File: config.mk
export PLATFORM = sky130hd
export DESIGN_NAME = uart_rx_byte
export DESIGN_NICKNAME = d
export VERILOG_FILES = /design/src/rtl/uart_rx_byte.sv
export SDC_FILE = /design/constraint.sdc
export NUM_CORES = 1
export LEC_CHECK = 0
export CAP_MARGIN = 0
export CORE_MARGIN = 3
export CORE_UTILIZATION = 57
export DETAILED_ROUTE_END_ITERATION = 7
export DONT_BUFFER_PORTS = 1
export PLACE_DENSITY_LB_ADDON = 0.08
export SLEW_MARGIN = 20
export SYNTH_ARGS = -nofsm -noshare
export SYNTH_HDL_FRONTEND = slang
export SYNTH_SLANG_ARGS = --single-unit
File: constraint.sdc
create_clock -name clk -period 3 [get_ports clk]
set_input_delay 0.3 -clock clk [delete_from_list [all_inputs] [get_ports clk]]
set_output_delay 0.3 -clock clk [all_outputs]
set_load 0.01 [all_outputs]
File: src/rtl/uart_rx_byte.sv
`default_nettype none
// ============================================================================
// uart_rx_byte : UART receiver (8N1) with one-entry valid/ready holding reg.
// Optional even-parity bit enabled by defining UART_RX_PARITY_EN.
// Revision: 1.0
// ============================================================================
module uart_rx_byte #(
   parameter int CLKS_PER_BIT = 868,
   parameter int CNT_W        = 16
) (
   input  logic       clk,
   input  logic       rst_n,
   input  logic       usb_rx,
   output logic [7:0] rx_data,
   output logic       rx_valid,
   input  logic       rx_ready,
   output logic       frame_err,
   output logic       overrun,
   input  logic       overrun_clr,
   output logic       busy
`ifdef UART_RX_PARITY_EN
   ,
   output logic       parity_err
`endif
);

   localparam logic [CNT_W-1:0] c_half = CNT_W'(CLKS_PER_BIT / 2 - 1);
   localparam logic [CNT_W-1:0] c_full = CNT_W'(CLKS_PER_BIT - 1);
   localparam logic [CNT_W-1:0] c_one  = CNT_W'(1);

   typedef enum logic [2:0] {
      S_IDLE      = 3'd0,
      S_START     = 3'd1,
      S_DATA      = 3'd2,
      S_PARITY    = 3'd3,
      S_STOP      = 3'd4,
      S_WAIT_IDLE = 3'd5
   } state_t;

   state_t           r_state, w_state_nxt;
   logic [CNT_W-1:0] r_cnt, w_cnt_nxt;
   logic [2:0]       r_idx, w_idx_nxt;
   logic [7:0]       r_shift, w_shift_nxt;
   logic             r_sync1, r_rxs;
   logic [7:0]       r_data;
   logic             r_valid, r_ferr, r_ovr;
   logic             w_good, w_ferr, w_cnt_zero;
`ifdef UART_RX_PARITY_EN
   logic             r_par, w_par_nxt, r_perr, w_perr;
`endif

   assign w_cnt_zero = (r_cnt == '0);

   always_comb begin
      w_state_nxt = r_state;
      w_cnt_nxt   = r_cnt;
      w_idx_nxt   = r_idx;
      w_shift_nxt = r_shift;
      w_good      = 1'b0;
      w_ferr      = 1'b0;
`ifdef UART_RX_PARITY_EN
      w_par_nxt   = r_par;
      w_perr      = 1'b0;
`endif
      case (r_state)
         S_IDLE: begin
            if (!r_rxs) begin
               w_state_nxt = S_START;
               w_cnt_nxt   = c_half;
            end
         end
         S_START: begin
            if (!w_cnt_zero) begin
               w_cnt_nxt = r_cnt - c_one;
            end else if (r_rxs) begin
               w_state_nxt = S_IDLE;
            end else begin
               w_state_nxt = S_DATA;
               w_idx_nxt   = 3'd0;
               w_cnt_nxt   = c_full;
            end
         end
         S_DATA: begin
            if (!w_cnt_zero) begin
               w_cnt_nxt = r_cnt - c_one;
            end else begin
               // LSB arrives first, so shifting right leaves bit 0 at the bottom
               w_shift_nxt = {r_rxs, r_shift[7:1]};
               w_cnt_nxt   = c_full;
               w_idx_nxt   = r_idx + 3'd1;
               if (r_idx == 3'd7) begin
`ifdef UART_RX_PARITY_EN
                  w_state_nxt = S_PARITY;
`else
                  w_state_nxt = S_STOP;
`endif
               end
            end
         end
`ifdef UART_RX_PARITY_EN
         S_PARITY: begin
            if (!w_cnt_zero) begin
               w_cnt_nxt = r_cnt - c_one;
            end else begin
               w_par_nxt   = r_rxs;
               w_cnt_nxt   = c_full;
               w_state_nxt = S_STOP;
            end
         end
`endif
         S_STOP: begin
            if (!w_cnt_zero) begin
               w_cnt_nxt = r_cnt - c_one;
            end else if (r_rxs) begin
               w_state_nxt = S_IDLE;
`ifdef UART_RX_PARITY_EN
               if ((^r_shift) == r_par) w_good = 1'b1;
               else                     w_perr = 1'b1;
`else
               w_good = 1'b1;
`endif
            end else begin
               w_state_nxt = S_WAIT_IDLE;
               w_ferr      = 1'b1;
            end
         end
         S_WAIT_IDLE: begin
            if (r_rxs) w_state_nxt = S_IDLE;
         end
         default: w_state_nxt = S_IDLE;
      endcase
   end

   always_ff @(posedge clk) begin
      if (!rst_n) begin
         r_sync1 <= 1'b1;
         r_rxs   <= 1'b1;
         r_state <= S_IDLE;
         r_cnt   <= '0;
         r_idx   <= 3'd0;
         r_shift <= 8'h00;
         r_data  <= 8'h00;
         r_valid <= 1'b0;
         r_ferr  <= 1'b0;
         r_ovr   <= 1'b0;
`ifdef UART_RX_PARITY_EN
         r_par   <= 1'b0;
         r_perr  <= 1'b0;
`endif
      end else begin
         r_sync1 <= usb_rx;
         r_rxs   <= r_sync1;
         r_state <= w_state_nxt;
         r_cnt   <= w_cnt_nxt;
         r_idx   <= w_idx_nxt;
         r_shift <= w_shift_nxt;
         r_ferr  <= w_ferr;
`ifdef UART_RX_PARITY_EN
         r_par   <= w_par_nxt;
         r_perr  <= w_perr;
`endif
         if (w_good) begin
            r_data  <= r_shift;
            r_valid <= 1'b1;
         end else if (r_valid && rx_ready) begin
            r_valid <= 1'b0;
         end
         // a fresh overrun event beats a simultaneous clear
         if (w_good && r_valid && !rx_ready) r_ovr <= 1'b1;
         else if (overrun_clr)               r_ovr <= 1'b0;
      end
   end

   assign rx_data   = r_data;
   assign rx_valid  = r_valid;
   assign frame_err = r_ferr;
   assign overrun   = r_ovr;
   assign busy      = (r_state != S_IDLE);
`ifdef UART_RX_PARITY_EN
   assign parity_err = r_perr;
`endif

endmodule
`default_nettype wire
# After elaboration in Yosys (flattened, before gate mapping)
# Index checks and enable logic that the tools add are counted.
op_classes:
  addsub: 2
  n_mux: 27
  eq_ne: 14
  reduce_logical: 16
op_table:
  columns: ["cell", "n"]
  rows:
  - ["two-way mux 16 bit", 5]
  - ["one-hot mux 16 bit (4 select lines)", 1]
  - ["two-way mux 3 bit", 10]
  - ["zero test 16 bit", 1]
  - ["!= test 2 bit, second input constant", 8]
  - ["subtractor 16 x 1 -> 16 bit, second input constant", 1]
  - ["one-hot mux 3 bit (5 select lines)", 1]
  - ["== test 3 bit, second input constant", 3]
  - ["two-way mux 1 bit", 8]
  - ["AND reduction 4 bit", 2]
  - ["one-hot mux 3 bit (2 select lines)", 1]
  - ["AND reduction 6 bit", 1]
  - ["nonzero test 2 bit", 3]
  - ["nonzero test 4 bit", 1]
  - ["adder 3 x 1 -> 3 bit, second input constant", 1]
  - ["== test 3 x 1 -> 1 bit, second input constant", 1]
  - ["== test 3 x 2 -> 1 bit, second input constant", 1]
  - ["logical AND 1 bit", 3]
  - ["zero test 3 bit", 1]
  - ["!= test 3 bit, second input constant", 1]
  - ["AND reduction 3 bit", 1]
  - ["nonzero test 3 bit", 1]
  - ["two-way mux 2 bit", 1]
  - ["AND reduction 2 bit", 1]
  - ["zero test 1 bit", 1]
word_totals:
  elab_cells: 69
  out_inout_bits: 12
  ff_bits: 43

# Logic depth before layout (Yosys ltp)
# Gate-level depths: netlist (run 1).
depth:
  depth_word: 6
  mapped_depth: 9

# Worst setup path after synthesis (run 1)
# No wires, ideal clock.
synth_timing:
  path_kind: "register to register"
  start: "register r_cnt[0]"
  end: "register r_data[0], in the netlist rx_data[0]"
  period_less_slack_ps: 2409
  stages_incl_launch_ff: 10
  path_slack_ps: 591
  arrival_time_ps: 2281
  path_cell_list: "dfxtp_1 > inv_1 > ha_1 > or3b_2 > or3_1 > buf_6 > or4_4 > buf_6 > mux2i_1 > nor2_1"
synth_via:
  elab_chain_cells: 3
synth_rtl:
  columns: ["item", "line", "rtl"]
  rows:
  - ["start, declared", "41", "logic [CNT_W-1:0] r_cnt, w_cnt_nxt;"]
  - ["start signal, assigned", "154", "r_cnt <= w_cnt_nxt;"]
  - ["zero test 16 bit", "52", "assign w_cnt_zero = (r_cnt == '0);"]
  - ["two-way mux 1 bit", "112", "if (!w_cnt_zero) begin"]
  - ["two-way mux 1 bit", "65", "case (r_state)"]
  - ["end signal, assigned", "163", "r_data <= r_shift;"]
  - ["end, declared", "45", "logic [7:0] r_data;"]
# No other way between the ends.
# A chain may end at the register's enable or synchronous reset.

# Final worst setup path (run 1)
layout_timing:
  start: "register r_cnt[0]"
  end: "register r_data[5], in the netlist rx_data[5]"
# The elaborated chain is that of the path after synthesis.

==> results of run 1 <==
[cell families (layout without fill, tap and decap cells)]
group	Yosys count	after routing	synth area share (%)
simple gates	98	98	23.94
xor+xnor	1	1	0.3971
fa+ha+maj	3	3	1.702
compound gates	75	75	22.69
flops	43	43	39.02
mux	16	16	7.260
buf+inv	25	22	4.991
[layer usage]
metal | up-vias | global-route usage [%]
met5 | - | 0
met3 | 6 | 5.255
li1 | 963 | -
met1 | 890 | 34.38
met4 | 0 | 7.692
met2 | 64 | 35.50
[cell usage after synthesis, types with 4 or more instances]
library cell / instances
nand2b_1: 8
nand2_1: 16
nor3_1: 9
a31oi_1: 7
o22ai_1: 4
or3_1: 7
nor2_1: 27
clkbuf_1: 14
inv_1: 8
mux2i_1: 16
a21oi_1: 24
o21ai_0: 7
o31ai_1: 4
nand3_1: 4
or2_2: 4
a211oi_1: 4
dfxtp_1: 43
[area by class of cell]
class	count	area, sq um
clock buffer	5	68.82
clock inverter	3	43.79
fill	323	1172
inverter	8	30.03
multi-input combinational	193	1242
sequential	43	860.8
tap	46	57.56
timing repair buffer	6	45.04
[worst max-delay path: stages, from the launching register on]
cell and delay [ns]:
dfxtp_1 0.34, inv_1 0.06, ha_1 0.18, or3b_2 0.49, or3_1 0.51, or4_4 0.67
mux2i_1 0.20, nor2_1 0.06
[through the flow]
step           util, %  std cells  instance area, sq um  power, mW
5_1_grt          66.70        304                  2349      1.555
6_report         66.70        304                  2349      1.472
2_1_floorplan        -        261                  2206     0.9410
4_1_cts          66.49        304                  2341      1.478
3_5_place_dp     63.29        296                  2228      1.026
3_3_place_gp     63.29        296                  2228      1.025
[power groups by stage]
stage          logic, mW  registers (mW)  clock network, mW
2_1_floorplan      0.306           0.635                  0
3_3_place_gp       0.378           0.646                  0
3_5_place_dp       0.379           0.647                  0
4_1_cts            0.381           0.634              0.463
5_1_grt            0.435           0.640              0.480
6_report           0.387           0.635              0.451
[worst max path at each step]
stage,startpoint,endpoint,slack [ns]
3_3_place_gp,r_cnt[0]$_SDFFE_PN0P_,rx_data[6]$_SDFFE_PN0P_,0.40
6_report,r_cnt[0]$_SDFFE_PN0P_,rx_data[5]$_SDFFE_PN0P_,0.35
3_5_place_dp,r_cnt[0]$_SDFFE_PN0P_,rx_data[3]$_SDFFE_PN0P_,0.36
5_1_grt,r_cnt[0]$_SDFFE_PN0P_,rx_data[3]$_SDFFE_PN0P_,0.19
2_1_floorplan,r_cnt[0]$_SDFFE_PN0P_,rx_data[0]$_SDFFE_PN0P_,0.59
4_1_cts,r_cnt[0]$_SDFFE_PN0P_,rx_data[3]$_SDFFE_PN0P_,0.34
[registers in the layout, summed over array words and instances (netlist names)]
register,flops
frame_err,1
overrun,1
r_cnt,16
r_idx,3
r_rxs,1
r_shift,8
r_state,3
r_sync1,1
rx_data,8
rx_valid,1
==> impl_table.tex, run 1 <==
\begin{tabular}{lr}
\hline
Metric & Value \\
\hline
\multicolumn{2}{l}{\textbf{Route}} \\
\quad Total length of routed met3 wires & 340 um \\
\quad Ratio of routed vias to standard cells & 6.326 \\
\quad DR top layer & met4 \\
\quad Router iterations before antenna repair & 4 \\
\quad Number of nets with antenna violations after routing & 0 \\
\quad Wirelength, routed & 5004 um \\
\quad Routed length per placed instance & 16.46 um \\
\quad Post-route DRC & 0 \\
\quad M1 wire length & 2393 um \\
\quad WL met2 & 2195 um \\
\quad 1st-iter DRT viols & 133 \\
\quad Vias after detailed routing & 1923 \\
\multicolumn{2}{l}{\textbf{Min path}} \\
\quad Startpoint of the tightest hold check path & rst\_n \\
\quad Hold path depth & 1 \\
\quad Worst min-delay path category & in2reg \\
\quad Hold worst-path end & r\_rxs\$\_SDFF\_PN1\_ \\
\multicolumn{2}{l}{\textbf{Clock network}} \\
\quad Master cell of the clock root buffer & clkbuf\_8 \\
\quad Number of buffers inserted for hold repair after clock tree synthesis & 0 \\
\quad TritonCTS sink count & 43 \\
\quad Clk pin slew, worst setup/hold paths & 0.08 ns \\
\quad \# Post-CTS Setup Buffers & 0 \\
\quad Max clock buf depth & 2 \\
\quad Clock Latency Late Sink & 0.30 ns \\
\quad Number of CTS-inserted buffers & 5 \\
\quad H-tree levels & 2 \\
\quad Clock tree from TritonCTS & done \\
\quad Number of resized instances in the post-cts repair step & 0 \\
\multicolumn{2}{l}{\textbf{Run status}} \\
\quad Run status & complete, no violations \\
\multicolumn{2}{l}{\textbf{Synthesis}} \\
\quad Post-Syn Instances & 261 \\
\quad Cell taking the most area after synthesis & dfxtp\_1 \\
\quad Post-Syn Nets & 269 \\
\quad Share of synthesized area occupied by flip-flops and latches & 39.02\% \\
\quad Leading cell types by total area after synthesis & dfxtp\_1, mux2i\_1, a21oi\_1, nor2\_1, nand2\_1 \\
\quad Area share of the largest cell type after synthesis & 39.02\% \\
\quad Number of synthesized flops with an enable pin & 0 \\
\quad Prevailing post-synth register cell & dfxtp\_1 \\
\quad Synth Warn \# & 0 \\
\quad Total of flip-flops plus latches after synthesis & 43 \\
\quad Syn avg cell area & 8.452 sq um \\
\quad Post-synthesis async set-or-reset flop share & 0\% \\
\quad Post-synthesis instance area & 2206 sq um \\
\quad Count of different cell masters after synthesis & 49 \\
\multicolumn{2}{l}{\textbf{Global route}} \\
\quad Total GRT Usage & 23.96\% \\
\quad GRT Residual Overflow & 0 \\
\quad Vias in the first global route & 1707 \\
\quad Initial antenna violation count & 0 \\
\quad First-pass GRT wire length & 8404 um \\
\quad Pin count of the biggest net entering global routing & 30 \\
\multicolumn{2}{l}{\textbf{Power}} \\
\quad Proportion of power drawn by flip-flops and latches & 43.1\% \\
\quad Combinational power share & 26.3\% \\
\quad Power density of the placed cells & 626.9 nW/um\^{}2 \\
\quad Switching part of the total & 33.33\% \\
\quad Leakage power & 0.8851 nW \\
\quad Worst vdd rail ir drop & 346.4 uV \\
\quad Clock network fraction of total power & 30.6\% \\
\quad Internal power & 981.6 uW \\
\quad Power dissipated by switching net loads & 490.8 uW \\
\multicolumn{2}{l}{\textbf{Floorplanning}} \\
\quad Die outline area & 4653 sq um \\
\quad Effective utilization at floorplan & 62.65\% \\
\quad Core Rows & 21 \\
\quad Vertical extent of the die & 68.21 um \\
\quad Die X & 68.21 um \\
\quad Count of boundary I/O pins & 17 \\
\quad Placeable core region & 3521 sq um \\
\multicolumn{2}{l}{\textbf{Timing}} \\
\quad Clock skew & 0.008250 ns \\
\quad Final Critical Period & 2.647 ns \\
\quad Final hold viol count & 0 \\
\quad Worst hold slack after final layout & 0.06693 ns \\
\quad Highest clock frequency the design can meet & 377.7 MHz \\
\quad Final period utilization & 88.25\% \\
\quad Pins over their slew limit & 0 \\
\quad Setup tns final & 0 ns \\
\quad Count of endpoints failing setup in the final report & 0 \\
\quad Minimum setup slack in the final design & 0.3526 ns \\
\quad Tightest Pin Transition & 0.8937 ns \\
\quad Max-Slew Margin vs Limit & 40.35\% \\
\quad RSZ-0062 raised after global routing & false \\
\multicolumn{2}{l}{\textbf{Layout}} \\
\quad Most common library cell in the layout ignoring fill and taps & dfxtp\_1 \\
\quad Synthesis-to-layout area growth & 6.466\% \\
\quad Share of layout cells above drive strength 1 & 10.47\% \\
\quad Final layout net count & 265 \\
\quad Number of inserted diodes & 0 \\
\quad Top library cells by usage in the layout, fill and taps aside & dfxtp\_1, nor2\_1, a21oi\_1, nand2\_1, mux2i\_1 \\
\multicolumn{2}{l}{\textbf{Worst setup path}} \\
\quad Reg2reg start & r\_cnt[0]\$\_SDFFE\_PN0P\_ \\
\quad Setup crit end kind & flip-flop \\
\quad Data required time of the critical path & 3.16 ns \\
\quad Reg-to-Reg End & rx\_data[5]\$\_SDFFE\_PN0P\_ \\
\quad Critical path arrival & 2.81 ns \\
\quad Peak fanout along the critical path & 10 \\
\quad R2R setup slack & 0.35 ns \\
\quad Worst Reg2Reg Path Length in Cells & 7 \\
\quad Nature of the critical path startpoint & flip-flop \\
\quad Category of the critical setup timing path & reg2reg \\
\multicolumn{2}{l}{\textbf{Placement}} \\
\quad Worst Setup Slack post-DPL & 0.3553 ns \\
\quad RePlAce Congestion & 0.8576 \\
\quad Count of input and output buffers & 0 \\
\quad Half-perimeter wire length after placement & 3492 um \\
\multicolumn{2}{l}{\textbf{Job}} \\
\quad Max cap viols & 0 \\
\hline
\end{tabular}
No activity file was read; power rests on OpenSTA's default activity.
==> run 2, diff against run 1 <==
GPL_ROUTABILITY_DRIVEN = 0   (was default)
==> results of run 2 <==
Same layout as run 1: the final DEF is identical, and so are final timing and power.
